**src/rtl/imm_ctrl_pkg.sv**
```systemverilog
// imm_ctrl_pkg: shared opcode, state, ALU and extender encodings for the multi-cycle control unit
package imm_ctrl_pkg;
  typedef enum logic [3:0] {
    OP_ADD  = 4'h0,
    OP_SUB  = 4'h1,
    OP_AND  = 4'h2,
    OP_OR   = 4'h3,
    OP_ADDI = 4'h4,
    OP_ANDI = 4'h5,
    OP_ORI  = 4'h6,
    OP_LW   = 4'h7,
    OP_SW   = 4'h8,
    OP_B    = 4'h9,
    OP_BEQ  = 4'hA,
    OP_HALT = 4'hF
  } opcode_e;
  typedef enum logic [2:0] {CLS_ALU, CLS_LW, CLS_SW, CLS_B, CLS_BEQ, CLS_HALT} cls_e;
  localparam logic [2:0] S_FETCH  = 3'd0;
  localparam logic [2:0] S_DECODE = 3'd1;
  localparam logic [2:0] S_EXEC   = 3'd2;
  localparam logic [2:0] S_MEM    = 3'd3;
  localparam logic [2:0] S_WB     = 3'd4;
  localparam logic [2:0] S_BRANCH = 3'd5;
  localparam logic [2:0] S_HALT   = 3'd6;
  localparam logic [2:0] S_TRAP   = 3'd7;
  localparam logic [1:0] ALU_ADD = 2'b00;
  localparam logic [1:0] ALU_SUB = 2'b01;
  localparam logic [1:0] ALU_AND = 2'b10;
  localparam logic [1:0] ALU_OR  = 2'b11;
  localparam logic [1:0] EXT_ZERO   = 2'b00;
  localparam logic [1:0] EXT_SIGN16 = 2'b01;
  localparam logic [1:0] EXT_SIGN20 = 2'b10;
endpackage

```
**src/rtl/imm_ctrl_decode.sv**
```systemverilog
// imm_ctrl_decode: combinational opcode decode into instruction class and datapath selects
module imm_ctrl_decode
  import imm_ctrl_pkg::*;
(
  input  logic [3:0] opcode,
  output cls_e       cls,
  output logic [1:0] alu_op,
  output logic       alu_src,
  output logic [1:0] ext_sel,
  output logic       illegal
);
  always_comb begin
    cls = CLS_ALU;
    alu_op = ALU_ADD;
    alu_src = 1'b0;
    ext_sel = EXT_ZERO;
    illegal = 1'b0;
    case (opcode)
      OP_ADD: ;
      OP_SUB: alu_op = ALU_SUB;
      OP_AND: alu_op = ALU_AND;
      OP_OR: alu_op = ALU_OR;
      OP_ADDI: begin alu_src = 1'b1; ext_sel = EXT_SIGN16; end
      OP_ANDI: begin alu_src = 1'b1; alu_op = ALU_AND; end
      OP_ORI: begin alu_src = 1'b1; alu_op = ALU_OR; end
      OP_LW: begin cls = CLS_LW; alu_src = 1'b1; ext_sel = EXT_SIGN16; end
      OP_SW: begin cls = CLS_SW; alu_src = 1'b1; ext_sel = EXT_SIGN16; end
      OP_B: begin cls = CLS_B; alu_op = ALU_SUB; ext_sel = EXT_SIGN20; end
      OP_BEQ: begin cls = CLS_BEQ; alu_op = ALU_SUB; ext_sel = EXT_SIGN20; end
      OP_HALT: cls = CLS_HALT;
      default: illegal = 1'b1;
    endcase
  end
endmodule

```
**src/rtl/imm_ctrl_fsm.sv**
```systemverilog
// imm_ctrl_fsm: multi-cycle control FSM with req/ack memory handshake and ack watchdog
module imm_ctrl_fsm
  import imm_ctrl_pkg::*;
#(
  parameter int ACK_TIMEOUT = 16,
  parameter int TO_W = 5
) (
  input  logic        clk_i,
  input  logic        rst_i,
  input  logic [31:0] instr_i,
  input  logic        zero_i,
  input  logic        mem_ack_i,
  output logic        mem_req_o,
  output logic        mem_we_o,
  output logic        addr_sel_o,
  output logic        ir_we_o,
  output logic        pc_we_o,
  output logic        pc_src_o,
  output logic        reg_we_o,
  output logic        wb_sel_o,
  output logic        alu_src_o,
  output logic [1:0]  alu_op_o,
  output logic [1:0]  ext_sel_o,
  output logic        halted_o,
  output logic        trap_o
);
  logic [2:0] state, nxt;
  logic [31:0] ir;
  logic [TO_W-1:0] wd;
  cls_e cls;
  logic [1:0] dec_op, dec_ext;
  logic dec_src, illegal, run, waiting, timeout, take, is_mem, unused_ir;
  imm_ctrl_decode u_decode (
    .opcode(ir[31:28]),
    .cls(cls),
    .alu_op(dec_op),
    .alu_src(dec_src),
    .ext_sel(dec_ext),
    .illegal(illegal)
  );
  assign unused_ir = ^ir[27:0];
  // every output is masked while reset is held so a late ack cannot load IR
  assign run = !rst_i;
  assign waiting = mem_req_o && !mem_ack_i;
  assign timeout = (ACK_TIMEOUT != 0) && waiting && (32'(wd) == 32'(ACK_TIMEOUT - 1));
  assign take = (cls == CLS_B) || (cls == CLS_BEQ && zero_i);
  assign is_mem = (cls == CLS_LW) || (cls == CLS_SW);
  always_comb begin
    nxt = state;
    case (state)
      S_FETCH: nxt = mem_ack_i ? S_DECODE : timeout ? S_TRAP : S_FETCH;
      S_DECODE: nxt = illegal ? S_TRAP : cls == CLS_HALT ? S_HALT
                    : (cls == CLS_B || cls == CLS_BEQ) ? S_BRANCH : S_EXEC;
      S_EXEC: nxt = is_mem ? S_MEM : S_WB;
      S_MEM: nxt = mem_ack_i ? (cls == CLS_SW ? S_FETCH : S_WB) : timeout ? S_TRAP : S_MEM;
      S_WB, S_BRANCH: nxt = S_FETCH;
      default: nxt = state;
    endcase
  end
  always_ff @(posedge clk_i) begin
    if (rst_i) begin
      state <= S_FETCH;
      ir <= '0;
      wd <= '0;
    end else begin
      state <= nxt;
      if (ir_we_o) ir <= instr_i;
      wd <= (waiting && !timeout) ? wd + 1'b1 : '0;
    end
  end
  assign mem_req_o = run && (state == S_FETCH || state == S_MEM);
  assign mem_we_o = mem_req_o && state == S_MEM && cls == CLS_SW;
  assign addr_sel_o = run && state == S_MEM;
  assign ir_we_o = run && state == S_FETCH && mem_ack_i;
  assign pc_src_o = run && state == S_BRANCH && take;
  assign pc_we_o = ir_we_o || pc_src_o;
  assign reg_we_o = run && state == S_WB;
  assign wb_sel_o = reg_we_o && cls == CLS_LW;
  assign alu_src_o = run && state == S_EXEC && dec_src;
  assign alu_op_o = !run ? ALU_ADD : state == S_EXEC ? dec_op : state == S_BRANCH ? ALU_SUB : ALU_ADD;
  assign ext_sel_o = (run && state inside {S_DECODE, S_EXEC, S_MEM, S_WB, S_BRANCH}) ? dec_ext : EXT_ZERO;
  assign halted_o = run && state == S_HALT;
  assign trap_o = run && state == S_TRAP;
endmodule
```
**config.mk**
```make
export PLATFORM = sky130hd
export DESIGN_NAME = imm_ctrl_fsm
export DESIGN_NICKNAME = d
export VERILOG_FILES = /design/src/rtl/imm_ctrl_pkg.sv /design/src/rtl/imm_ctrl_decode.sv /design/src/rtl/imm_ctrl_fsm.sv
export SDC_FILE = /design/constraint.sdc
export NUM_CORES = 1
export LEC_CHECK = 0
export ABC_AREA = 1
export CAP_MARGIN = 20
export CORE_ASPECT_RATIO = 1.2
export CORE_MARGIN = 4
export CORE_UTILIZATION = 34
export CTS_BUF_LIST = sky130_fd_sc_hd__clkbuf_4
export CTS_CLUSTER_SIZE = 8
export DETAILED_ROUTE_END_ITERATION = 10
export GPL_ROUTABILITY_DRIVEN = 0
export HOLD_SLACK_MARGIN = 0.05
export PLACE_DENSITY = 0.78
export SETUP_SLACK_MARGIN = 0.15
export SYNTH_ARGS = -nofsm -noshare
export SYNTH_HDL_FRONTEND = slang
export SYNTH_SLANG_ARGS = --single-unit
```
**constraint.sdc**
```tcl
create_clock -name clk_i -period 1.48 [get_ports clk_i]
set_input_delay 0.444 -clock clk_i [delete_from_list [all_inputs] [get_ports clk_i]]
set_output_delay 0.444 -clock clk_i [all_outputs]
set_load 0.005 [all_outputs]
```
[Word level (Yosys, flattened, before mapping)]
Index checks and enable logic that the tools add are counted.
Operators by class
  shifts and indexed selects: 0
  multiplexer cells: 18
  eq/ne operators: 24
  multipliers: 0
  bitwise operators: 1
  order comparisons: 0
  divide/modulo/power cells: 0
  add/subtract/negate cells: 1
  reductions and logical operators: 40
Operators with widths (count)
  $pmux W3 S5: 2
  $mux W3: 9
  $logic_and A1 B1 Y1: 19
  $eq A3 B3 Y1 const B: 6
  $eq A4 B3 Y1 const B: 4
  $eq A4 B4 Y1 const B: 4
  $eq A3 B2 Y1 const B: 4
  $reduce_or A12 Y1: 1
  $reduce_bool A5 Y1: 2
  $reduce_or A2 Y1: 5
  $eq A4 B2 Y1 const B: 2
  $eq A3 B1 Y1 const B: 2
  $mux W2: 3
  $pmux W2 S3: 1
  $reduce_or A3 Y1: 2
  $add A5 B1 Y5 const B: 1
  $eq A5 B4 Y1 const B: 1
  $logic_or A1 B1 Y1: 5
  $reduce_or A5 Y1: 1
  $eq A4 B1 Y1 const B: 1
  $logic_not A4 Y1: 1
  $pmux W2 S2: 1
  $logic_not A1 Y1: 3
  $logic_not A3 Y1: 1
  2 further kinds: 3
Storage, ports and cells
  ROM bits: 0
  bits in latches: 0
  output and inout bits: 15
  logic and storage cells: 87
  memories kept: 0
  register bits: 40
  bits in writable memories: 0
  input bits: 36

[Depth between registers and ports, before layout]
Gate-level depths: netlist of the first run.
  word-level depth: 9
  mapped depth: 11
  gate-level depth less buffers: 11

[Hierarchy]
From an unflattened synthesis of the first run, not the netlist that was laid out.
Unflattened totals
  cells, all modules: 161
  area, all modules: 953.4 µm²
Modules (own cells, without submodules)
  imm_ctrl_fsm: instances 1, seq. area each 240.2 µm², area each 783.3 µm², cells each 123
  imm_ctrl_decode: instances 1, seq. area each 0.0 µm², area each 170.2 µm², cells each 38

[Least setup slack after synthesis of the first run]
OpenSTA, ideal clock, no wires.
  path kind: in2out
  from: input port rst_i
  to: output port pc_we_o
  buffers on the path: 1
  stages on the path: 5
  data required time: 1.036 ns
  arrival: 1.134 ns
  path slack: -0.098 ns
  path through: buf_2 -> inv_1 -> nand3_1 -> nor3_2 -> or2_1
On the way
  word-level cells in the longest chain between the ends: 4
  elaborated cells on any way between the ends: 6
  those cells by class: reduce/logical: 6
RTL lines
  from (decl): RTL line imm_ctrl_fsm.sv:9  | input logic rst_i,
  $logic_not A1 Y1: RTL line imm_ctrl_fsm.sv:43  | assign run = !rst_i;
  $logic_and A1 B1 Y1 (2 in a row): RTL line imm_ctrl_fsm.sv:75  | assign pc_src_o = run && state == S_BRANCH && take;
  net pc_src_o: RTL line imm_ctrl_fsm.sv:18  | output logic pc_src_o,
  $logic_or A1 B1 Y1: RTL line imm_ctrl_fsm.sv:76  | assign pc_we_o = ir_we_o || pc_src_o;
  to (decl): RTL line imm_ctrl_fsm.sv:17  | output logic pc_we_o,
The timed path passes the listed nets, and every way through them passes these cells.

[Worst setup path in the final report of the first run]
  from: register state[2]
  to: output port alu_op_o[0]
On the way
  word-level cells in the longest chain between the ends: 4
  elaborated cells on any way between the ends: 5
  those cells by class: eq/ne: 2; mux: 3
RTL lines
  from (decl): RTL line imm_ctrl_fsm.sv:27  | logic [2:0] state, nxt;
  from (signal assigned): RTL line imm_ctrl_fsm.sv:66  | state <= nxt;
  $eq A3 B3 Y1: RTL line imm_ctrl_fsm.sv:80  | assign alu_op_o = !run ? ALU_ADD : state == S_EXEC ? dec_op : state == S_BRANCH ? ALU_SUB : ALU_ADD;
  $mux W1: RTL line imm_ctrl_fsm.sv:80
  $mux W2 * (2 in a row): RTL line imm_ctrl_fsm.sv:80
  to (decl): RTL line imm_ctrl_fsm.sv:22  | output logic [1:0] alu_op_o,
Every way passes the cells marked *; elsewhere a longest branch is shown, timed or not.

==> results.md, run 1 <==
- Area delta synth->final: 141%
- Final setup violating endpoints: 18
- Relative slew slack: between 70% and 80%
- Syn Std Cell Area: slightly above 800 µm²
- Netlist cell types: 25
- Wire length per cell: between 15 and 20 µm
- Clk buf depth: 2
- Syn Area/Cell: 6.29 µm²
- Yosys warns: 0
- Pin count of the biggest net entering global routing: 9
- Cell accounting for the most synthesized area: dfxtp_1
- Non-filler cells, final: 258
- CP arrival: between 1 and 1.5 ns
- Sequential share of the synthesized area: 28.9%
- Cell mode on critical path: nor2_4
- Diodes inserted: 0
- Clock skew: around 0.0012 ns
- Num CTS Buffers: 3
- Ys flop type: dfxtp_1
- Vias: 1401
- Worst Max-Slew Pin Slew: roughly 0.41 ns
- Worst setup EP type: output port
- Initial antenna violation count: 0
- Gr ovfl total: 0
- Status: finished, violations left
- Critical Path Source Type: register
- WL final: 4660 µm
- Failing checks: negative setup slack
- Setup slack after layout: -0.456 ns
- Highest clock rate: a little over 500 MHz
- Cell Pwr Density: 513 mW/mm²
- Tot GR Track Use: around 27%
- Max-cap violations: 0
- #FFs+latches synth: 12
- Synth top area share: 28.9%
- Post-route ant nets: 0
- Commonest cells in the netlist: 31 x nand2_1, 22 x nor2_1, 21 x inv_1
- I/O pin count: 51
- DRT iter0 DRCs: around 60
- Die W: ~53 µm
- Peak fanout along the critical path: 4
- Die Y-Extent: approximately 62 µm
- CP cell instances: buf_6 -> nor2_4 -> inv_2 -> nor2_4 -> o211ai_1 -> o21ai_1 -> buf_2
- Crit share post-route: 131%
- Vias in the first global route: between 1k and 1.5k
- Pre-CTS WS: -1.02 ns
- Full die area: roughly 0.0033 mm²
- Cells after DPL: between 200 and 250
- Min cycle time layout: a little under 2 ns
- Number of flops mapped to enable cells by yosys: 0
- Critical path type: reg -> out
- First-pass GRT wire length: roughly 6500 µm
- CP peak stage delay: approximately 0.39 ns
- Async S/R FF share, synth: 0%
- Final nets: between 200 and 300
- Static leakage: 0.990 nW
- Syn Inst Count: about 130
- Hold slack: 0.509 ns
- DRT Pass-1 Iters: 4
- Std-Cell Core Area: 0.00231 mm²
- Worst path slowest cell: dfxtp_4
- Num rows: 19
- CTS tree: done
- Net Count, Synth: between 150 and 200
- Initial core utilization: approximately 36%
- HP Class: reg -> reg
- WP data required: ~1.0 ns
- DRC: 0
- Hold Buf Count CTS: 0
- Count leader, synth: nand2_1
- Skew-Pair Late Insertion Delay: 0.29 ns
- Final Hold Violating Endpoints: 0
- Reg clk slew, reported paths: 0.08 ns
- Hpwl dp: 2080 µm
- # H-tree levels: 1
- Count of input and output buffers: 22
- TNS Setup: -5.94 ns
- Peak supply drop: between 0.4 and 0.5 mV
- Root Driver: clkbuf_4
- Synth area leaders: dfxtp_1 29%, nand2_1 14%, nor2_1 9.9%
- Layout cells sized above 1: between 70% and 80%
- RSZ-0062 raised after global routing: yes
- Vias per cell: about 5.4
- CTS sink cnt: 12
- Final Max Slew Viols: 0
cells in the final DEF (no fill, tap or decap), drive strengths merged:
master,Yosys,layout
a21oi,3,3
buf,2,86
clkbuf,0,3
clkdlybuf4s15,0,1
clkdlybuf4s50,0,5
clkinv,0,1
dfxtp,12,12
dlygate4sd2,0,1
ha,2,2
inv,22,22
nand2,33,33
nand3,6,6
nand4,1,1
nor2,25,25
nor3,12,12
nor3b,1,1
o211ai,1,1
o21ai,6,6
o21bai,1,1
o31ai,3,3
or2,1,1
xor2,1,1
sequential cells by signal, indices dropped and copies added (netlist names):
signal,count
ir,4
state,3
wd,5
worst max-delay path: cells and delay by family, from the launching register on:
kind | cells | cell delay [ns]
flops | 1 | 0.39
buf+inv | 3 | 0.33
simple gates | 2 | 0.24
compound gates | 2 | 0.24
layer usage:
| layer | global-route usage, % | vias to the layer above | wire length [µm] |
|---|---|---|---|
| li1 | - | 616 | - |
| met1 | 28.8 | 661 | 1710 |
| met2 | 47.2 | 97 | 2310 |
| met3 | 3.11 | 27 | 324 |
| met4 | 16.6 | 0 | 312 |
| met5 | 0 | - | 0 |
timing repair:
item,4_1_cts,5_1_grt
pin swaps,19,30
setup endpoints to repair,26,27
setup buffers,30,10
gates resized for setup,125,45
gates cloned,0,0
cell type report:
class                      count  area [µm²]
timing repair buffer          93         791
multi-input combinational     96         790
fill                         111         302
sequential                    12         262
inverter                      22        97.6
tap                           31        38.8
clock buffer                   3        22.5
clock inverter                 1        3.75
worst paths after layout:
path	startpoint	endpoint	slack (ns)	cells past startpoint
setup / recovery	state[2]	alu_op_o[0]	-0.46	7
hold / removal	wd[0]	wd[0]	0.51	2
setup reg to reg	state[1]	state[0]	-0.28	13
hold reg to reg	wd[0]	wd[0]	0.51	2
cell families (layout without fill, tap and decap cells):
group           after synthesis  count (layout)  share of synthesized area (%)
xor+xnor                      1               1                           1.05
fa+ha+maj                     2               2                           3.01
flops                        12              12                           28.9
buf+inv                      24             119                           11.0
simple gates                 79              79                           45.6
compound gates               14              14                           10.4
where the power goes:
group	leakage (nW)	internal (W)	switching, W	total [W]
combinational	0.872	0.000223	0.000216	0.000439
clock	0.0154	0.0000985	0.000136	0.000234
sequential	0.102	0.000334	0.0000200	0.000354
total	0.990	0.000656	0.000372	0.00103
metrics by stage:
step                instance area (µm²)  power, W  utilization, %
floorplan                           902  0.000478               -
global placement                   1380  0.000591            59.9
detailed placement                 1380  0.000601            59.9
CTS                                1760  0.000894            76.5
global route                       2000   0.00108            86.9
finish                             2000   0.00103            86.9
No activity file was read; power rests on OpenSTA's default activity.
==> inputs of run 2 (changes only) <==
Settings changed: ABC_CLOCK_PERIOD_IN_PS from default to 1480.
==> results of run 2 <==
Same layout as run 1: the final DEF is identical, and so are final timing and power.
